`src/rtl/bv8_back_basis_arbiter.sv`:
```
// bv8_back_basis_arbiter
//
// Shares one masked back-basis-change stage (the 8-bit linear map applied after
// the S-box inversion) between two requesters: r0 (round-state datapath) and
// r1 (key-schedule datapath). Bursts (bytes up to and including one with last=1)
// are granted atomically; otherwise the stage is granted round-robin. Every
// transformed byte lands in a single output register tagged with its source.
//
// Ports
//   in_clock, in_reset_n           clock, asynchronous active-low reset
//   in_rX_valid/data/tag/last      requester X byte offer (X = 0, 1)
//   out_rX_ready                   requester X byte accepted this cycle
//   out_valid/data/src/tag         registered result, source and tag
//   out_burst_err                  sticky: a burst ran past MAX_BURST bytes
//   in_ready                       downstream accepts out_*
//
// Each share is mapped on its own; because the map is linear, the XOR of the
// output shares equals the map of the unmasked byte and shares never combine.

module bv8_back_basis_arbiter #(
  parameter int unsigned N_SHARES  = 2,
  parameter int unsigned MAX_BURST = 4
) (
  input  logic                  in_clock,
  input  logic                  in_reset_n,

  input  logic                  in_r0_valid,
  input  logic [8*N_SHARES-1:0] in_r0_data,
  input  logic [3:0]            in_r0_tag,
  input  logic                  in_r0_last,
  output logic                  out_r0_ready,

  input  logic                  in_r1_valid,
  input  logic [8*N_SHARES-1:0] in_r1_data,
  input  logic [3:0]            in_r1_tag,
  input  logic                  in_r1_last,
  output logic                  out_r1_ready,

  output logic                  out_valid,
  output logic [8*N_SHARES-1:0] out_data,
  output logic                  out_src,
  output logic [3:0]            out_tag,
  output logic                  out_burst_err,
  input  logic                  in_ready
);

  localparam int unsigned DataWidth = 8 * N_SHARES;

  typedef enum logic [1:0] {
    StRr    = 2'd0,
    StLock0 = 2'd1,
    StLock1 = 2'd2
  } state_e;

  // Back-basis-change matrix, applied column-wise: input bit b contributes the
  // column constant below. Linear only; the affine constant lives elsewhere.
  function automatic logic [7:0] back_basis(input logic [7:0] x);
    logic [7:0] y;
    y = 8'h00;
    if (x[7]) y = y ^ 8'h58;
    if (x[6]) y = y ^ 8'h2D;
    if (x[5]) y = y ^ 8'h9E;
    if (x[4]) y = y ^ 8'h0B;
    if (x[3]) y = y ^ 8'hDC;
    if (x[2]) y = y ^ 8'h04;
    if (x[1]) y = y ^ 8'h03;
    if (x[0]) y = y ^ 8'h24;
    return y;
  endfunction

  // Control state
  state_e               state_q, state_d;
  logic                 last_grant_q, last_grant_d;
  logic [2:0]           count_q, count_d;
  logic                 burst_err_q, burst_err_d;

  // Output register
  logic                 valid_q, valid_d;
  logic [DataWidth-1:0] data_q, data_d;
  logic                 src_q, src_d;
  logic [3:0]           tag_q, tag_d;

  // Grant decode
  logic                 stage_free;
  logic                 gnt0, gnt1, gnt_any;
  logic                 sel_last;
  logic [3:0]           count_inc;
  logic                 burst_over;
  logic [DataWidth-1:0] sel_data;
  logic [DataWidth-1:0] xform;

  always_comb begin
    stage_free = !valid_q || in_ready;
    gnt0       = 1'b0;
    gnt1       = 1'b0;
    if (stage_free) begin
      case (state_q)
        StRr: begin
          if (in_r0_valid && in_r1_valid) begin
            // Tie goes to whoever was not granted last.
            gnt0 = last_grant_q;
            gnt1 = !last_grant_q;
          end else begin
            gnt0 = in_r0_valid;
            gnt1 = in_r1_valid;
          end
        end
        StLock0: gnt0 = in_r0_valid;
        StLock1: gnt1 = in_r1_valid;
        default: begin
          gnt0 = 1'b0;
          gnt1 = 1'b0;
        end
      endcase
    end
    gnt_any = gnt0 || gnt1;
  end

  // Readies are forced low while reset is held.
  assign out_r0_ready = gnt0 && in_reset_n;
  assign out_r1_ready = gnt1 && in_reset_n;

  // Next state: FSM, round-robin pointer, burst counter, error flag
  always_comb begin
    state_d      = state_q;
    last_grant_d = last_grant_q;
    count_d      = count_q;
    burst_err_d  = burst_err_q;

    sel_last   = gnt1 ? in_r1_last : in_r0_last;
    count_inc  = {1'b0, count_q} + 4'd1;
    burst_over = (32'(count_inc) > MAX_BURST);

    if (gnt_any) begin
      last_grant_d = gnt1;
      if (burst_over) begin
        burst_err_d = 1'b1;
      end
      // An overlong burst is cut off: the lock is dropped after this grant.
      if (sel_last || burst_over) begin
        state_d = StRr;
        count_d = 3'd0;
      end else begin
        state_d = gnt1 ? StLock1 : StLock0;
        count_d = count_inc[2:0];
      end
    end
  end

  // Datapath: share-wise transform of the granted byte
  always_comb begin
    sel_data = gnt1 ? in_r1_data : in_r0_data;
    xform    = '0;
    for (int i = 0; i < int'(N_SHARES); i++) begin
      xform[8*i +: 8] = back_basis(sel_data[8*i +: 8]);
    end
  end

  // Output register next state: load on grant, drain on in_ready, else hold
  always_comb begin
    valid_d = valid_q;
    data_d  = data_q;
    src_d   = src_q;
    tag_d   = tag_q;
    if (gnt_any) begin
      valid_d = 1'b1;
      data_d  = xform;
      src_d   = gnt1;
      tag_d   = gnt1 ? in_r1_tag : in_r0_tag;
    end else if (in_ready) begin
      valid_d = 1'b0;
    end
  end

  always_ff @(posedge in_clock or negedge in_reset_n) begin
    if (!in_reset_n) begin
      state_q      <= StRr;
      last_grant_q <= 1'b1;
      count_q      <= 3'd0;
      burst_err_q  <= 1'b0;
      valid_q      <= 1'b0;
      data_q       <= '0;
      src_q        <= 1'b0;
      tag_q        <= 4'd0;
    end else begin
      state_q      <= state_d;
      last_grant_q <= last_grant_d;
      count_q      <= count_d;
      burst_err_q  <= burst_err_d;
      valid_q      <= valid_d;
      data_q       <= data_d;
      src_q        <= src_d;
      tag_q        <= tag_d;
    end
  end

  assign out_valid     = valid_q;
  assign out_data      = data_q;
  assign out_src       = src_q;
  assign out_tag       = tag_q;
  assign out_burst_err = burst_err_q;

  // Structural invariants
  a_one_ready : assert property (@(posedge in_clock) disable iff (!in_reset_n)
    !(out_r0_ready && out_r1_ready));

  a_stall_hold : assert property (@(posedge in_clock) disable iff (!in_reset_n)
    (out_valid && !in_ready) |=> (out_valid && $stable(out_data) && $stable(out_tag)
                                  && $stable(out_src)));

endmodule

```
`config.mk`:
```
export PLATFORM = sky130hd
export DESIGN_NAME = bv8_back_basis_arbiter
export DESIGN_NICKNAME = d
export VERILOG_FILES = /design/src/rtl/bv8_back_basis_arbiter.sv
export SDC_FILE = /design/constraint.sdc
export NUM_CORES = 1
export LEC_CHECK = 0
export CAP_MARGIN = 5
export CORE_ASPECT_RATIO = 1.75
export CORE_UTILIZATION = 49
export DETAILED_ROUTE_END_ITERATION = 7
export HOLD_SLACK_MARGIN = 0.08
export PLACE_DENSITY = 0.86
export SYNTH_ARGS = -nofsm -noshare
export SYNTH_HDL_FRONTEND = slang
export SYNTH_SLANG_ARGS = --single-unit
```
`constraint.sdc`:
```
create_clock -name in_clock -period 3 [get_ports in_clock]
set_input_delay 0.45 -clock in_clock [delete_from_list [all_inputs] [get_ports in_clock]]
set_output_delay 0.45 -clock in_clock [all_outputs]
set_load 0.005 [all_outputs]
```
# After elaboration in Yosys (flattened, before gate mapping)
# Index checks and enable logic that the tools add are counted.
[totals]
ff_bits = 29
latch_bits = 0
ram_bits = 0
romBits = 0
in_bits = 47
output_inout_bits = 25
wordCells = 67
memories = 0
[op_classes]
addsub = 1
mul = 0
div_mod_pow = 0
order_cmp = 1
n_eq_ne = 2
n_shift = 0
mux = 30
bitwise = 14
n_reduce_logical = 11
[ops]
columns = ["operator", "n"]
rows = [
  ["$mux W8", 4],
  ["$mux W6", 4],
  ["$not A5 Y5", 4],
  ["$mux W16", 1],
  ["$mux W7", 2],
  ["$mux W4", 3],
  ["$mux W3", 3],
  ["$mux W2", 4],
  ["$not A2 Y2", 4],
  ["$not A4 Y4", 2],
  ["$mux W1", 7],
  ["$not A3 Y3", 2],
  ["$add A3 B1 Y4 const B", 1],
  ["$gt A4 B3 Y1 const B", 1],
  ["$pmux W1 S2", 2],
  ["$logic_and A1 B1 Y1", 3],
  ["$logic_or A1 B1 Y1", 3],
  ["$eq A2 B1 Y1 const B", 1],
  ["$eq A2 B2 Y1 const B", 1],
  ["$logic_not A1 Y1", 2],
  ["$logic_not A2 Y1", 1],
  ["$not A1 Y1", 2],
  ["$reduce_and A2 Y1", 1],
  ["$reduce_bool A2 Y1", 1],
]

# Logic depth before layout (Yosys ltp)
[depth]
word_depth = 19
mapped_depth = 7
ltp_nobuf = 5

# Least setup slack after synthesis
# OpenSTA, ideal clock, no wires.
[synth_path]
path_type = "reg2out"
from = "reg last_grant_q"
to = "out out_r1_ready"
arrival_time_ns = 1.179
required_ns = 2.550
setup_slack_ns = 1.371
stages_incl_launch_ff = 6
n_path_buf = 2
path_cell_list = "dfstp_2 -> nand3b_1 -> buf_2 -> nand3_2 -> buf_2 -> nor2_1"
[synth_between]
elab_chain_len = 5
[synth_lines]
columns = ["item", "line", "source"]
rows = [
  ["start: declaration", "73", "logic last_grant_q, last_grant_d;"],
  ["start signal: assignment", "187", "last_grant_q <= last_grant_d;"],
  ["$logic_not A1 Y1", "102", "gnt1 = !last_grant_q;"],
  ["$mux W1", "99", "if (in_r0_valid && in_r1_valid) begin"],
  ["$pmux W1 S2", "97", "case (state_q)"],
  ["$mux W1", "96", "if (stage_free) begin"],
  ["$logic_and A1 B1 Y1", "121", "assign out_r1_ready = gnt1 && in_reset_n;"],
  ["end: declaration", "37", "output logic out_r1_ready,"],
]
# No other way between the ends.

# Worst setup path in the final report
[layout_path]
from = "in in_ready"
to = "out out_r0_ready"
[layout_between]
elab_chain_len = 3
[layout_lines]
columns = ["item", "line", "source"]
rows = [
  ["start: declaration", "44", "input logic in_ready"],
  ["$logic_or A1 B1 Y1", "93", "stage_free = !valid_q || in_ready;"],
  ["$mux W1", "96", ""],
  ["$logic_and A1 B1 Y1", "120", "assign out_r0_ready = gnt0 && in_reset_n;"],
  ["end: declaration", "31", "output logic out_r0_ready,"],
]
# No other way between the ends.

==> metrics.txt <==
Adder-Cell Fraction of Synth Area=1.19%; worst slew pin tran=750 ps; Filler cells=347; CTS Buf Count=5; cell internal pwr=1.37 mW; Max VDD drop=0.000595 V; Synth Area in Compound Gates=19.7%; Cell Pwr Density=749 nW/um^2; sequential-to-total area share from yosys stat=34.7%; layout cell share with drive strength beyond 1=7.75%; clock share of power=14.5%; Post-Place Setup Slack=447 ps; DP HPWL=4150 um; mean routed wirelength per cell=16.2 um; # clock sinks=29; fin util=70.5%; total wire length=5400 um; H-tree levels=2; Clock Latency Late Sink=290 ps; Lkg Pwr=1.25 nW; Worst Hold Class=flop to flop; Area Growth Syn to Fin=38.3%; Async SR Flop Fraction=100%; Tot GR Track Use=25.0%; CTS clk-pin slew, worst paths=60 ps; Logic pwr share=52.8%; total grt overflow=0; critical path fanouts, max=16; simple-gate share of the synthesized area=17.0%; post_cts resized=0; post-synth top area share=33.4%; Synth cell types=45; routability cong.=0.841; relative slew slack=49.8%; skew final=4.25 ps; crit path cell chain=clkdlybuf4s50_1 -> nor2b_4 -> nor2_1 -> o21ai_0 -> nor2_1 -> clkdlybuf4s50_1; die width=51.4 um; outcome=complete, no violations; Ports=72; Placed Instance Area=2820 um^2; CTS tree=done; number of global-route vias before repair=1770; setup slack after layout=456 ps; xor and xnor fraction of the mapped netlist area=20.1%; slowest CP cell=clkdlybuf4s50_1; Die Y-Extent=88.5 um; TNS Setup=0 ps; area of the mapped netlist=2100 um^2; Avg Vias per Cell=5.68; Cell Rows=31; Initial DRT Pass Iterations=4; Critical Path Source Type=input pin; cell taking the most area after synthesis=dfrtp_1; Flop pwr share=32.7%; post-layout min period=2540 ps; worst path bufs/invs=2; Final period util=84.8%; clk root buf=clkbuf_8; via count=1893; final antenna-violating net count=0; Max-Cap Viols=0; Tot Pwr=2.17 mW; CP arrival=2090 ps; main combinational cell family by area after synthesis=XOR/XNOR gates; cells after synthesis=212; Switch Pwr=804 uW; RSZ-0062 raised after global routing=no; Req. time, crit path=2550 ps; initial antenna violation count=0; DRT iter0 DRCs=56; fmax=0.393 GHz; multiplexer area fraction after synthesis=1.91%; core area=4110 um^2; commonest non-fill, non-tap cell in the layout=clkdlybuf4s50_1; dpl cells=325; number of synthesized flops with an enable pin=0; Yosys Warn Count=0; WHS=476 ps; n_diodes=0; Syn Nets=261; Critical Path Sink Type=output port; largest net degree at the start of global routing=30; Hold Buf Count CTS=0; main area contributors after synthesis=dfrtp_1 33%, xnor2_1 6.3%, nand2_1 5.7%, xor2_1 5.0%, xor3_1 4.5%; Initial Util=51.0%; max-slew violation count=0; kind of critical path=input pin to output port; Max clock buf depth=2; die area=4550 um^2; post-CTS setup buffer count=0; Seq cells post-synth=29; Crit path max-delay family=buffers and inverters; dominant synthesized flop cell=dfrtp_1; sw frac=37.0%; Layout Nets=332; final setup fails=0; number of remaining DRC errors=0; Hold Violations, Final=0; mean post-synth cell area=9.89 um^2; I/O Buffers=71; CP max stage delay=460 ps; Non-Filler Instances=333; post-route cell area=2900 um^2; first-pass GRT wire length=8270 um; most frequent cells in the layout=71 x clkdlybuf4s50_1, 32 x nand2_1, 28 x dfrtp_1
-- power groups by stage --
stage	Clock [mW]	Combinational, mW	Sequential [mW]
2_1_floorplan	0	0.639	0.706
3_3_place_gp	0	1.12	0.705
3_5_place_dp	0	1.15	0.712
4_1_cts	0.321	1.15	0.709
5_1_grt	0.338	1.26	0.730
6_report	0.314	1.15	0.709
-- synthesized netlist by cell type, types with 2 or more instances --
master,n
nand4_1,4
a211oi_1,2
a211o_1,2
mux2i_1,4
o31ai_4,2
xnor3_1,4
nand2_1,32
xnor2_1,15
nand2b_1,4
xor2_1,12
o31ai_1,5
ha_1,2
nor2_1,15
inv_1,4
o211ai_1,2
dfrtp_1,28
xor3_1,4
o21ai_0,12
o211a_1,2
buf_6,4
and4_1,4
o31a_1,3
nor4_1,3
a31oi_1,15
buf_2,6
buf_4,3
-- worst paths after layout --
path / startpoint / slack (ps) / depth (start not counted) / endpoint
setup / recovery: in_ready / 460 / 6 / out_r0_ready
hold / removal: out_burst_err$_DFFE_PN0P_ / 480 / 1 / out_burst_err$_DFFE_PN0P_
setup reg to reg: last_grant_q$_DFFE_PN1P_ / 1260 / 4 / out_tag[1]$_DFFE_PN0P_
hold reg to reg: out_burst_err$_DFFE_PN0P_ / 480 / 1 / out_burst_err$_DFFE_PN0P_
max in group asynchronous: in_reset_n / 2070 / 2 / last_grant_q$_DFFE_PN1P_
min in group asynchronous: in_reset_n / 600 / 2 / out_data[0]$_DFFE_PN0P_
-- layer usage --
metal / share of wire, % / routed length (um) / vias to the layer above / track usage, %
li1: - / - / 901 / -
met1: 39 / 2100 / 928 / 28.3
met2: 55 / 2950 / 52 / 44.5
met3: 3.4 / 183 / 12 / 3.95
met4: 3.1 / 167 / 0 / 12.3
met5: 0 / 0 / - / 0
-- state kept, by name (all words and copies together) (netlist names) --
register and count:
count_q 3, last_grant_q 1, out_burst_err 1, out_data 16, out_src 1, out_tag 4, out_valid 1, state_q 2
-- area by class of cell --
class	instances	area [um^2]	area share, %
timing repair buffer	77	756	26.1
sequential	29	727	25.1
tap	49	61.3	2.12
clock buffer	6	72.6	2.50
multi-input combinational	166	1260	43.4
inverter	4	15.0	0.518
clock inverter	2	10.0	0.345
-- worst reg2reg max path, cell delays in order, from the launching register on --
cell,delay (ps)
dfstp_2,390
and3b_1,320
nor3_2,620
nand2_1,130
a31oi_1,200
-- cells by family (layout without fill, tap and decap cells) --
logic type      after synthesis  in the layout
mux                           4              4
compound gates               55             55
fa+ha+maj                     2              2
xor+xnor                     35             35
buf+inv                      17             89
flops                        29             29
simple gates                 70             70
No activity file was read; power rests on OpenSTA's default activity.
